--- src/rtl/dr_skew_sequencer.sv ---
// Skew sequencer: accepts a programmed number of LANES-wide vectors and issues lane k
// through a (k+1)-stage delay chain, then drains. Optional stall counter: DR_SKEW_STALL_CNT_EN.
module dr_skew_sequencer #(
  parameter int LANES = 4,
  parameter int DW    = 8,
  parameter int LEN_W = 8
) (
  input  logic                clock,
  input  logic                rst,
  input  logic                start,
  input  logic [LEN_W-1:0]    len,
  input  logic                in_valid,
  output logic                in_ready,
  input  logic [LANES*DW-1:0] in_data,
  output logic [LANES*DW-1:0] lane_data,
  output logic [LANES-1:0]    lane_valid,
  output logic                busy,
`ifdef DR_SKEW_STALL_CNT_EN
  output logic [15:0]         stall_cnt,
`endif
  output logic                done
);

  localparam int DCW = $clog2(LANES);

  typedef enum logic [1:0] {
    S_IDLE,
    S_LOAD,
    S_DRAIN,
    S_DONE
  } state_t;

  state_t           state, state_nxt;
  logic [LEN_W-1:0] remaining, remaining_nxt;
  logic [DCW-1:0]   drain_cnt, drain_cnt_nxt;
  logic             accept;

  assign in_ready = (state == S_LOAD);
  assign busy     = (state == S_LOAD) || (state == S_DRAIN);
  assign done     = (state == S_DONE);
  assign accept   = in_valid && in_ready;

  // NOTE: sequential state uses non-blocking (<=) so every register samples pre-edge values.
  always_ff @(posedge clock) begin
    if (rst) begin
      state     <= S_IDLE;
      remaining <= '0;
      drain_cnt <= '0;
    end else begin
      state     <= state_nxt;
      remaining <= remaining_nxt;
      drain_cnt <= drain_cnt_nxt;
    end
  end

  // NOTE: every output of this block gets a default first so no path infers a latch.
  always_comb begin
    state_nxt     = state;
    remaining_nxt = remaining;
    drain_cnt_nxt = drain_cnt;
    case (state)
      S_IDLE: begin
        if (start) begin
          if (len != '0) begin
            state_nxt     = S_LOAD;
            remaining_nxt = len;
          end else begin
            state_nxt = S_DONE;
          end
        end
      end
      S_LOAD: begin
        if (accept) begin
          remaining_nxt = remaining - 1'b1;
          if (remaining == LEN_W'(1)) begin
            state_nxt     = S_DRAIN;
            drain_cnt_nxt = DCW'(LANES - 1);
          end
        end
      end
      S_DRAIN: begin
        if (drain_cnt == '0) state_nxt = S_DONE;
        else                 drain_cnt_nxt = drain_cnt - 1'b1;
      end
      S_DONE:  state_nxt = S_IDLE;
      default: state_nxt = S_IDLE;
    endcase
  end

  // Lane k: k+1 stages. Non-accepted slots carry zero data so invalid lanes always read 0.
  for (genvar k = 0; k < LANES; k++) begin : g_lane
    logic [DW-1:0] d_sr [k+1];
    logic          v_sr [k+1];

    // NOTE: the chain stages are cleared on reset so a discarded job never leaks onto the array.
    always_ff @(posedge clock) begin
      if (rst) begin
        for (int j = 0; j <= k; j++) begin
          d_sr[j] <= '0;
          v_sr[j] <= 1'b0;
        end
      end else begin
        d_sr[0] <= accept ? in_data[k*DW +: DW] : '0;
        v_sr[0] <= accept;
        for (int j = 1; j <= k; j++) begin
          d_sr[j] <= d_sr[j-1];
          v_sr[j] <= v_sr[j-1];
        end
      end
    end

    assign lane_data[k*DW +: DW] = d_sr[k];
    assign lane_valid[k]         = v_sr[k];
  end

`ifdef DR_SKEW_STALL_CNT_EN
  always_ff @(posedge clock) begin
    if (rst) begin
      stall_cnt <= '0;
    end else if ((state == S_IDLE) && start) begin
      stall_cnt <= '0;
    end else if ((state == S_LOAD) && !in_valid && (stall_cnt != 16'hFFFF)) begin
      stall_cnt <= stall_cnt + 16'd1;
    end
  end
`endif

endmodule

--- config.mk ---
export PLATFORM = sky130hd
export DESIGN_NAME = dr_skew_sequencer
export DESIGN_NICKNAME = d
export VERILOG_FILES = /design/src/rtl/dr_skew_sequencer.sv
export SDC_FILE = /design/constraint.sdc
export NUM_CORES = 1
export LEC_CHECK = 0
export BUFFER_PORTS_ARGS = -buffer_cell sky130_fd_sc_hd__buf_4
export CAP_MARGIN = 20
export CORE_ASPECT_RATIO = 1.2
export CORE_MARGIN = 4
export CORE_UTILIZATION = 49
export CTS_BUF_LIST = sky130_fd_sc_hd__clkbuf_4
export DETAILED_ROUTE_END_ITERATION = 8
export GPL_TIMING_DRIVEN = 1
export MAX_ROUTING_LAYER = met4
export PLACE_DENSITY_LB_ADDON = 0.25
export SYNTH_ARGS = -nofsm -noshare
export SYNTH_HDL_FRONTEND = slang
export SYNTH_SLANG_ARGS = --single-unit
--- constraint.sdc ---
create_clock -name clock -period 1.65 [get_ports clock]
set_input_delay 0.165 -clock clock [delete_from_list [all_inputs] [get_ports clock]]
set_output_delay 0.165 -clock clock [all_outputs]
set_load 0.01 [all_outputs]
; After elaboration in Yosys (flattened, before gate mapping)
; Memory sizes are Yosys's and may differ from the RTL's.
; Index checks and enable logic that the tools add are counted.
[word_totals]
regBits = 12
ram_bits = 90
output_inout_bits = 39
mem_count = 8
[classes]
n_addsub = 2
eq_ne = 10
muxes = 43
n_bitwise = 18
n_reduce_logical = 12
[memory_table]
columns = memory, depth, word_bits, rd, rd_clocked_by_memory_dff, write_ports, line
row1 = g_lane[3].d_sr, 4, 8, 4, 0, 4, 92  ; logic [DW-1:0] d_sr [k+1];
row2 = g_lane[2].d_sr, 3, 8, 3, 0, 3, 92
row3 = g_lane[1].d_sr, 2, 8, 2, 0, 2, 92
row4 = g_lane[0].d_sr, 1, 8, 1, 0, 1, 92
row5 = g_lane[3].v_sr, 4, 1, 4, 0, 4, 93  ; logic v_sr [k+1];
row6 = g_lane[2].v_sr, 3, 1, 3, 0, 3, 93
row7 = 2 more memories, n/a, n/a, n/a, n/a, n/a, n/a
[op_table]
columns = cell, n
row1 = $mux W8, 17
row2 = $or A1 B1 Y1, 18
row3 = $mux W2, 8
row4 = $pmux W8 S2, 1
row5 = $mux W1, 15
row6 = $reduce_and A4 Y1, 3
row7 = $eq A8 B1 Y1 const B, 1
row8 = $pmux W2 S4, 1
row9 = $reduce_bool A8 Y1, 1
row10 = $reduce_or A8 Y1, 1
row11 = $sub A8 B1 Y8 const B, 1
row12 = $ne A2 B1 Y1 const B, 3
row13 = $ne A2 B2 Y1 const B, 3
row14 = $eq A2 B2 Y1 const B, 2
row15 = $logic_not A2 Y1, 2
row16 = $pmux W2 S2, 1
row17 = $reduce_bool A2 Y1, 2
row18 = $eq A2 B1 Y1 const B, 1
row19 = $sub A2 B1 Y2 const B, 1
row20 = $logic_and A1 B1 Y1, 1
row21 = $logic_or A1 B1 Y1, 1
row22 = $reduce_or A1 Y1, 1

; Logic depth before layout (Yosys ltp)
; Gate-level depths: netlist of run 1.
[depth]
depth_word = 4
mapped_depth = 7
ltp_nobuf = 6

; Least setup slack after synthesis of run 1
; OpenSTA, ideal clock, no wires.
[synth_timing]
path_kind = register -> register
from = reg state[1]
to = reg remaining[0]
setup_time_ps = 119
arrival_ps = 1664
required_time_ps = 1531
path_slack_ps = -133
path_stages_with_launch = 7
period_less_slack_ps = 1783
path_cell_list = dfxtp_1 > inv_1 > ha_1 > mux2_2 > nand2_1 > a21oi_1 > o221a_2
[synth_between]
elab_chain_len = 4
[synth_lines]
columns = element, line
row1 = "start, declared", 33  ; state_t state, state_nxt;
row2 = "start signal, assigned", 50  ; state <= state_nxt;
row3 = $eq A2 B1 Y1 (*), 38  ; assign in_ready = (state == S_LOAD);
row4 = named net in_ready, 13  ; output logic in_ready,
row5 = $logic_and A1 B1 Y1, 41  ; assign accept = in_valid && in_ready;
row6 = $ne A2 B1 Y1 (no line), n/a
row7 = $reduce_and A4 Y1 (no line), n/a
row8 = "end signal, assigned", 51  ; remaining <= remaining_nxt;
row9 = "end, declared", 34  ; logic [LEN_W-1:0] remaining, remaining_nxt;
; The timed path passes the listed nets; every way through them passes the cells marked *.
; A chain may end at the register's enable or synchronous reset.

; Worst setup path in the final report of run 1
[layout_timing]
from = reg remaining[4]
to = reg drain_cnt[0]
[layout_between]
elab_chain_len = 3
[layout_lines]
columns = element, line
row1 = $eq A8 B1 Y1, 75  ; if (remaining == LEN_W'(1)) begin
row2 = $ne A2 B1 Y1 (no line), n/a
row3 = $reduce_and A4 Y1 (no line), n/a
row4 = "end signal, assigned", 52  ; drain_cnt <= drain_cnt_nxt;
row5 = "end, declared", 35  ; logic [DCW-1:0] drain_cnt, drain_cnt_nxt;
; No other way between the ends.

==> reports/qor.csv, run 1 <==
metric;value;unit
ant_nets;0;
drt-initial-drc-count;51;
place_congestion;0.8525;
portBuffers;82;
overflow;0;
drive_gt1_frac;0.3271;
grt_max_degree;36;
fin_tns_setup;0;ns
drc;0;
hold_end;remaining[3];
start_util;0.5033;
htree_levels;3;
num_vias;2302;
yosysTopAreaCellShare;0.5924;
dr.pass1.iters;4;
hold_viol;0;
wl_per_cell;12.58;um
clock-sinks;96;
drv_slew;0;
peakVddDrop;1081;uV
synth_commonest_cells;96 x dfxtp_1, 54 x nor2b_1, 32 x and2_1;
fp.dieW;82.28;um
hold_slack;0.07825;ns
path_clk_slew;0.16;ns
synth_most_common_cell;dfxtp_1;
skew;0.01954;ns
synth-edff-count;0;
layout_min_cycle_time;1.649;ns
grt_antenna_before_repair;0;
synth_cells;300;
holdCritPathClass;primary input to flip-flop;
sw_frac_of_total;0.3190;
grt_pass1_vias;2323;
yosys.area.top_type;dfxtp_1;
synthTopCellsByArea;dfxtp_1 59%, nor2b_1 10%, and2_1 6.2%, buf_4 3.9%, ha_1 3.1%;
holdCritStartpoint;len[3];
rows;32;
synthFlopType;dfxtp_1;
internal_power;4.110;mW
area_growth;38.76;%
worstSetupPathType;flip-flop to flip-flop;
grt_util_all_layers;0.1754;
clkPwrFrac;0.221;
syn-num-nets;352;
power_frac_seq;0.446;
p_comb_frac;0.333;
cts_buffer_depth;2;
leakagePower;1.988;nW
crit_path_end_kind;flip-flop;
timing.final.crit_share;0.9994;
syn_area_per_cell;10.81;um2
rr_worst_depth;5;
status;finished, final reports clean;
io_pins;83;
via_per_inst;4.514;
synth_cell_types;39;
grt_first_pass_wirelength;10470;um
cp.arrival;1.99;ns
fill_cells;479;
critPathLaunchType;flip-flop;
nets;472;
cts_root_buffer;clkbuf_4;
cts_buffers;9;
async_flop_share;0;
yosysSeqAreaShare;0.5924;
register_area;1928;um2
power;6.036;mW
totalWireLength;6415;um
fmax;0.6064;GHz
synth-seq-cells;96;
tightest_slew;0.3495;ns
synth_area;3244;um2
r2r-start;remaining[4];
hpwlAfterDp;4277;um
placed_cell_area;3971;um2
cap_violations;0;
r2r_end;drain_cnt[0];
cp_data_required_time;1.99;ns
setup_viol;0;
clock_latency;0.44;ns
synth_warnings;0;
relSlewSlack;0.7670;
n_antenna_cell;0;
cp_max_fo;6;
final_cell_area;4502;um2
p_per_area;1341;nW/um2
core_area;6446;um2
tritoncts;built;
switchingPower;1.925;mW
reg2reg_setup_slack;0.001;ns
fp.dieArea;7992;um2
rsz0062_at_grt;true;
die_h;97.14;um
hold_depth;3;
multi_input_area;1151;um2
critical path, stage by stage, from the launching register on:
cell      delay [ns]
dfxtp_1         0.34
or4_4           0.55
o41ai_4         0.20
buf_4           0.19
nor2b_2         0.17
a211oi_1        0.09
power by group through the flow:
stage	combinational [mW]	clock (mW)	sequential, mW
after floorplan	1.09	0	2.72
after global placement	1.84	0	2.72
after detailed placement	1.83	0	2.73
after CTS	1.92	1.37	2.67
after global routing	2.21	1.47	2.73
final	2.01	1.33	2.69
cells in the final DEF (no fill, tap or decap), types with 2 or more instances in the layout:
cell	n
nor2_1	8
dfxtp_1	93
clkinv_4	2
o32ai_1	4
a211oi_1	2
o211ai_1	2
inv_1	9
or4_1	2
nor3_1	2
clkbuf_4	9
a22oi_1	2
inv_8	2
dlygate4sd3_1	32
nand2_1	7
buf_4	105
ha_1	7
dfxtp_2	2
a21oi_1	12
and2_1	32
o21a_1	2
nor2b_1	53
a21o_1	2
routing by layer:
layer,share of wire,track usage
met5,0,-
met4,0.019,0.07161
met3,0.051,0.04545
met2,0.53,0.2951
met1,0.40,0.1918
per-stage QoR:
step	instances	setup WS [ns]	utilization
floorplan	300	-0.03078	-
global placement	461	0.03379	0.6161
detailed placement	461	-0.04577	0.6161
CTS	510	-0.01871	0.6916
global route	510	-0.04553	0.6984
finish	510	0.0009670	0.6984
how the worst max path moves through the flow:
stage	slack [ns]	from	endpoint	cells past startpoint
2_1_floorplan	-0.03	state[1]	remaining[0]	6
3_3_place_gp	0.03	remaining[4]	drain_cnt[1]	4
3_5_place_dp	-0.05	remaining[4]	state[1]	4
4_1_cts	-0.02	remaining[4]	state[1]	5
5_1_grt	-0.05	remaining[5]	drain_cnt[0]	5
6_report	0.001	remaining[4]	drain_cnt[0]	5
layout make-up:
class                           count  area share
Sequential cell                    96      0.4283
Multi-Input combinational cell    165      0.2557
Timing Repair Buffer              138      0.2487
Tap cell                           85     0.02362
Clock inverter                      7     0.02029
Clock buffer                        9     0.01501
Inverter                           10    0.008338
logic make-up (layout without fill, tap and decap cells):
kind of cell,after synthesis,count (layout),synth area share
simple gates,114,114,0.2094
compound gates,41,41,0.09603
buf+inv,39,164,0.06479
fa+ha+maj,8,8,0.03085
mux,2,2,0.006556
flops,96,96,0.5924
sequential cells by signal, indices dropped and copies added (netlist names):
| name | cells |
|---|---|
| g_lane.d_sr | 80 |
| remaining | 8 |
| g_lane.v_sr | 4 |
| drain_cnt | 2 |
| state | 2 |
timing repair:
item / CTS / global route
gates cloned: 0 / 0
buffers inserted: 1 / 0
hold buffers: 32 / 0
endpoints found under the setup margin: 4 / 13
pin swaps: 0 / 3
hold endpoints to repair: 32 / 0
resized for setup: 0 / 13
(Power assumes the default switching activity.)
==> inputs of run 2 (changes only) <==
--- a/config.mk
+++ b/config.mk
@@ -5,13 +5,13 @@
 export SDC_FILE = /design/constraint.sdc
 export NUM_CORES = 1
 export LEC_CHECK = 0
-export BUFFER_PORTS_ARGS = -buffer_cell sky130_fd_sc_hd__buf_4
 export CAP_MARGIN = 20
 export CORE_ASPECT_RATIO = 1.2
 export CORE_MARGIN = 4
-export CORE_UTILIZATION = 49
+export CORE_UTILIZATION = 58
 export CTS_BUF_LIST = sky130_fd_sc_hd__clkbuf_4
 export DETAILED_ROUTE_END_ITERATION = 8
+export DONT_BUFFER_PORTS = 1
 export GPL_TIMING_DRIVEN = 1
 export MAX_ROUTING_LAYER = met4
 export PLACE_DENSITY_LB_ADDON = 0.25
==> run 2 against run 1 <==
Effect of this change: register-to-register slack gained 0.02 ns; clock power shrank 9.8%; total power shrank 5.7%; critical path type unchanged; critical endpoint is now remaining[5]; highest routed layer unchanged.
==> reports/qor.csv, run 2 (synthesis gave the netlist of run 1 again) <==
metric;value;unit;change
setup_viol;0;;unchanged
worstSetupPathType;flip-flop to flip-flop;;
grt_max_degree;63;;+75%
totalWireLength;5651;um;-12%
area_growth;19.24;%;
layout_min_cycle_time;1.626;ns;-0.02265 ns
clock-sinks;96;;unchanged
cap_violations;0;;unchanged
num_vias;2063;;-10%
cp_max_fo;6;;unchanged
final_cell_area;3869;um2;-14%
place_ws;-0.009207;ns;+0.03656 ns
largestRegisters;g_lane.d_sr: 80 flops, remaining: 8 flops, g_lane.v_sr: 4 flops;;
wl_per_cell;14.02;um;+11%
fp.dieW;76.28;um;-7.3%
largest_reg_flops;80;;unchanged
hold_slack;0.03911;ns;-0.03914 ns
fmax;0.6149;GHz;+1.4%
grt_util_all_layers;0.1754;;about the same
status;finished, final reports clean;;
regMostFlops;g_lane.d_sr;;
drive_gt1_frac;0.1378;;-0.1892
holdCritPathClass;primary input to flip-flop;;
grt_pass1_vias;1936;;-17%
skew;0.009145;ns;-0.01039 ns
timing.final.crit_share;0.9857;;-0.01373
cts_root_buffer;clkbuf_4;;
cp.arrival;1.91;ns;-0.08 ns
rsz0062_at_grt;true;;
critPathLaunchType;flip-flop;;
core_area;5370;um2;-17%
rows;29;;-9.4%
tightest_slew;0.3811;ns;+0.03158 ns
p_per_area;1472;nW/um2;+9.8%
grt_first_pass_wirelength;9363;um;-11%
fp.dieArea;6859;um2;-14%
place_congestion;0.8354;;-2.0%
hold_viol;0;;unchanged
overflow;0;;unchanged
nets;388;;-18%
relSlewSlack;0.7454;;-0.02160
grt_antenna_before_repair;0;;unchanged
timing.final.ws_setup;0.02362;ns;+0.02265 ns
final_common_cell;dfxtp_1;;
final_cell_mix;95 x dfxtp_1, 53 x nor2b_1, 35 x dlygate4sd3_1, 32 x and2_1, 15 x buf_4;;
cp_data_required_time;1.94;ns;-0.05 ns
io_pins;83;;unchanged
via_per_inst;5.119;;+13%
drt-initial-drc-count;60;;+18%
portBuffers;0;;-100%
leakagePower;1.571;nW;-21%
clock_latency;0.41;ns;-0.03 ns
ant_nets;0;;unchanged
n_antenna_cell;0;;unchanged
htree_levels;3;;unchanged
cts_buffer_depth;2;;unchanged
drv_slew;0;;unchanged
final_core_util;0.7204;;+0.02204
peakVddDrop;1011;uV;-6.4%
drc;0;;unchanged
die_h;89.93;um;-7.4%
dr.pass1.iters;4;;unchanged
hpwlAfterDp;3583;um;-16%
path_clk_slew;0.13;ns;-0.03 ns
tritoncts;built;;
cts_buffers;9;;unchanged
placed_cell_area;3274;um2;-18%
crit_path_end_kind;flip-flop;;
start_util;0.6041;;+0.1008
[run 2: final timing paths]
path / startpoint / end / slack (ns) / depth (start not counted)
setup / recovery: state[1] / remaining[5] / 0.02 / 7
setup reg to reg: state[1] / remaining[5] / 0.02 / 7
hold / removal: len[7] / remaining[7] / 0.04 / 2
hold reg to reg: g_lane[3].d_sr[2][7] / g_lane[3].d_sr[3][7] / 0.44 / 1
[run 2: per-layer routing]
layer / track usage / vias to the layer above / wire (um)
li1: - / 1035 / -
met4: 0.06949 / 0 / 93
met3: 0.05800 / 8 / 390
met2: 0.2837 / 86 / 2856
met5: - / - / 0
met1: 0.2008 / 934 / 2311
[run 2: repair_timing]
item                                    in CTS  in global routing
hold buffers                                36                  0
endpoints found under the setup margin       4                 32
gates resized for setup                      2                 12
setup buffers                                1                  1
endpoints found under the hold margin       94                  0
pin swaps                                    1                  3
[run 2: per-stage QoR]
| stage | instances | setup TNS [ns] | total power, mW |
|---|---|---|---|
| 2_1_floorplan | 300 | -0.03078 | 3.814 |
| 5_1_grt | 403 | -0.07257 | 6.050 |
| 3_5_place_dp | 349 | -0.009435 | 4.282 |
| 4_1_cts | 402 | 0 | 5.609 |
| 3_3_place_gp | 349 | 0 | 4.229 |
| 6_report | 403 | 0 | 5.694 |
[run 2: layout make-up]
type / instances / area, um2
multi-input cells: 165 / 1160
clock inverters: 6 / 65.06
well taps: 62 / 77.57
clock buffers: 10 / 75.07
fillers: 374 / 1501
flip-flops and latches: 96 / 1926
repair buffers: 54 / 524.3
inverters: 10 / 41.29
[run 2: critical path: stages, from the launching register on]
cell      delay [ns]
dfxtp_1         0.37
inv_1           0.10
ha_1            0.21
mux2_4          0.31
o211ai_4        0.12
buf_4           0.17
a21oi_1         0.05
o32ai_1         0.18
[run 2: where the power goes]
| part | total, mW | leakage, nW | switching, mW | internal, mW |
|---|---|---|---|---|
| registers | 2.71 | 0.778 | 0.161 | 2.55 |
| logic | 1.78 | 0.715 | 0.891 | 0.890 |
| clock network | 1.20 | 0.0788 | 0.715 | 0.487 |
==> inputs of run 3 (changes only) <==
==> constraint.sdc (replaced) <==
create_clock -name clock -period 1.65 [get_ports clock]
set_input_delay 0.165 -clock clock [delete_from_list [all_inputs] [get_ports clock]]
set_output_delay 0.165 -clock clock [all_outputs]
set_load 0.1 [all_outputs]
==> run 3 against run 2 <==
Effect of this change: worst setup slack better by 0.014 ns; core utilization up 6.7 points; via count up 8.4%; fmax up 0.85%; first-iteration DRC count down 8.3%; sequential power about the same; combinational power up 33%; largest cell class unchanged; highest routed layer unchanged.
==> reports/qor.csv, run 3 (synthesis gave the netlist of run 1 again) <==
metric;value;unit;change
tritoncts;built;;
status;finished, final reports clean;;
cp.arrival;1.92;ns;about the same
fmax;0.6201;GHz;+0.85%
critPathTopFamily;simple AND/OR/NAND/NOR gates;;
hpwlAfterDp;3598;um;+0.41%
crit_path_end_kind;flip-flop;;
wl_per_cell;14.56;um;+3.8%
drive_gt1_frac;0.2193;;+0.08149
ant_nets;0;;unchanged
rsz0062_at_grt;true;;
critPathLaunch;remaining[6];;
regMostFlops;g_lane.d_sr;;
grt_max_degree;54;;-14%
io_pins;83;;unchanged
leakagePower;1.804;nW;+15%
r2r_end;drain_cnt[0];;
via_per_inst;5.027;;-1.8%
skew;0.008801;ns;-0.0003443 ns
layout_min_cycle_time;1.613;ns;-0.01376 ns
cp_max_fo;6;;unchanged
relSlewSlack;0.7020;;-0.04345
max_stage_delay;0.55;ns;+0.18 ns
worstSetupPathType;flip-flop to flip-flop;;
timing.final.ws_setup;0.03738;ns;+0.01376 ns
nets;430;;+11%
clock_latency;0.43;ns;+0.02 ns
place_congestion;0.8417;;+0.75%
r2r-start;remaining[6];;
start_util;0.6041;;unchanged
largestRegisters;g_lane.d_sr: 80 flops, remaining: 8 flops, g_lane.v_sr: 4 flops;;
finalNonFillerCells;445;;+10%
fin_tns_setup;0;ns;unchanged
cp_data_required_time;1.96;ns;+0.02 ns
holdCritStartpoint;len[4];;
hold_slack;0.03391;ns;-0.005202 ns
clock-sinks;96;;unchanged
p_per_area;1457;nW/um2;-1.0%
largest_reg_flops;80;;unchanged
core_area;5370;um2;unchanged
grt_first_pass_wirelength;11010;um;+18%
n_antenna_cell;0;;unchanged
final_common_cell;dfxtp_1;;
timing.final.crit_share;0.9773;;-0.008338
hold_depth;2;;unchanged
final_core_util;0.7873;;+0.06687
htree_levels;3;;unchanged
critPathSlowestCell;or4_4;;
area_growth;30.31;%;
path_clk_slew;0.13;ns;about the same
num_vias;2237;;+8.4%
tightest_slew;0.4471;ns;+0.06599 ns
cts_buffer_depth;2;;unchanged
overflow;0;;unchanged
rows;29;;unchanged
totalWireLength;6480;um;+15%
grt_pass1_vias;2279;;+18%
crit_chain;or4_4 -> o41ai_4 -> buf_4 -> nor2b_4 -> a211oi_1;;
critPathLaunchType;flip-flop;;
cts_buffers;9;;unchanged
final_cell_area;4228;um2;+9.3%
die_h;89.93;um;unchanged
grt_antenna_before_repair;0;;unchanged
cts_root_buffer;clkbuf_4;;
hold_end;remaining[4];;
fp.dieW;76.28;um;unchanged
drv_slew;0;;unchanged
portBuffers;0;;unchanged
drt-initial-drc-count;55;;-8.3%
setup_viol;0;;unchanged
dr.pass1.iters;5;;+1
placed_cell_area;3516;um2;+7.4%
power;6.160;mW;+8.2%
final_cell_mix;93 x dfxtp_1, 53 x nor2b_1, 47 x dlygate4sd3_1, 46 x buf_4, 32 x and2_1;;
placed_cells;377;;+8.0%
path_buf_inv;1;;-1
peakVddDrop;1771;uV;+75%
hold_viol;0;;unchanged
rr_worst_depth;5;;-2
holdCritPathClass;primary input to flip-flop;;
drc;0;;unchanged
reg2reg_setup_slack;0.04;ns;about the same
grt_util_all_layers;0.2081;;+0.03269
cap_violations;0;;unchanged
place_ws;-0.08019;ns;-0.07098 ns
fp.dieArea;6859;um2;unchanged
-- run 3: power by group --
part	internal, mW	switching [mW]	leakage, nW
sequential	2.56	0.141	0.779
clock	0.345	0.760	0.0611
combinational	0.963	1.40	0.964
total	3.86	2.30	1.80
-- run 3: timing repair --
item | 4_1_cts | 5_1_grt
pin swaps | 6 | 3
endpoints found under the hold margin | 95 | 0
gates cloned | 0 | 0
hold buffers | 48 | 0
setup buffers | 2 | 2
endpoints found under the setup margin | 40 | 11
gates resized for setup | 8 | 9
-- run 3: worst max path at each step --
stage                              end  slack [ns]  depth (start not counted)
after floorplan           remaining[0]       -0.08                          6
after global placement        state[1]        0.01                          4
after detailed placement      state[1]       -0.08                          4
after CTS                     state[1]       -0.04                          5
after global routing          state[1]       -0.05                          5
final                     drain_cnt[0]        0.04                          5
-- run 3: cell type report --
cell class / instances / area, um2
clock buffers: 10 / 75.07
repair buffers: 96 / 867.1
multi-input cells: 165 / 1189
clock inverters: 6 / 51.30
fillers: 310 / 1142
inverters: 10 / 37.54
flip-flops and latches: 96 / 1931
well taps: 62 / 77.57
-- run 3: routing by layer --
metal	global-route usage	vias to the layer above	part of all wire
met5	-	-	0
met1	0.2457	1020	0.41
met3	0.07100	8	0.063
li1	-	1121	-
met2	0.3358	88	0.51
met4	0.06344	0	0.013
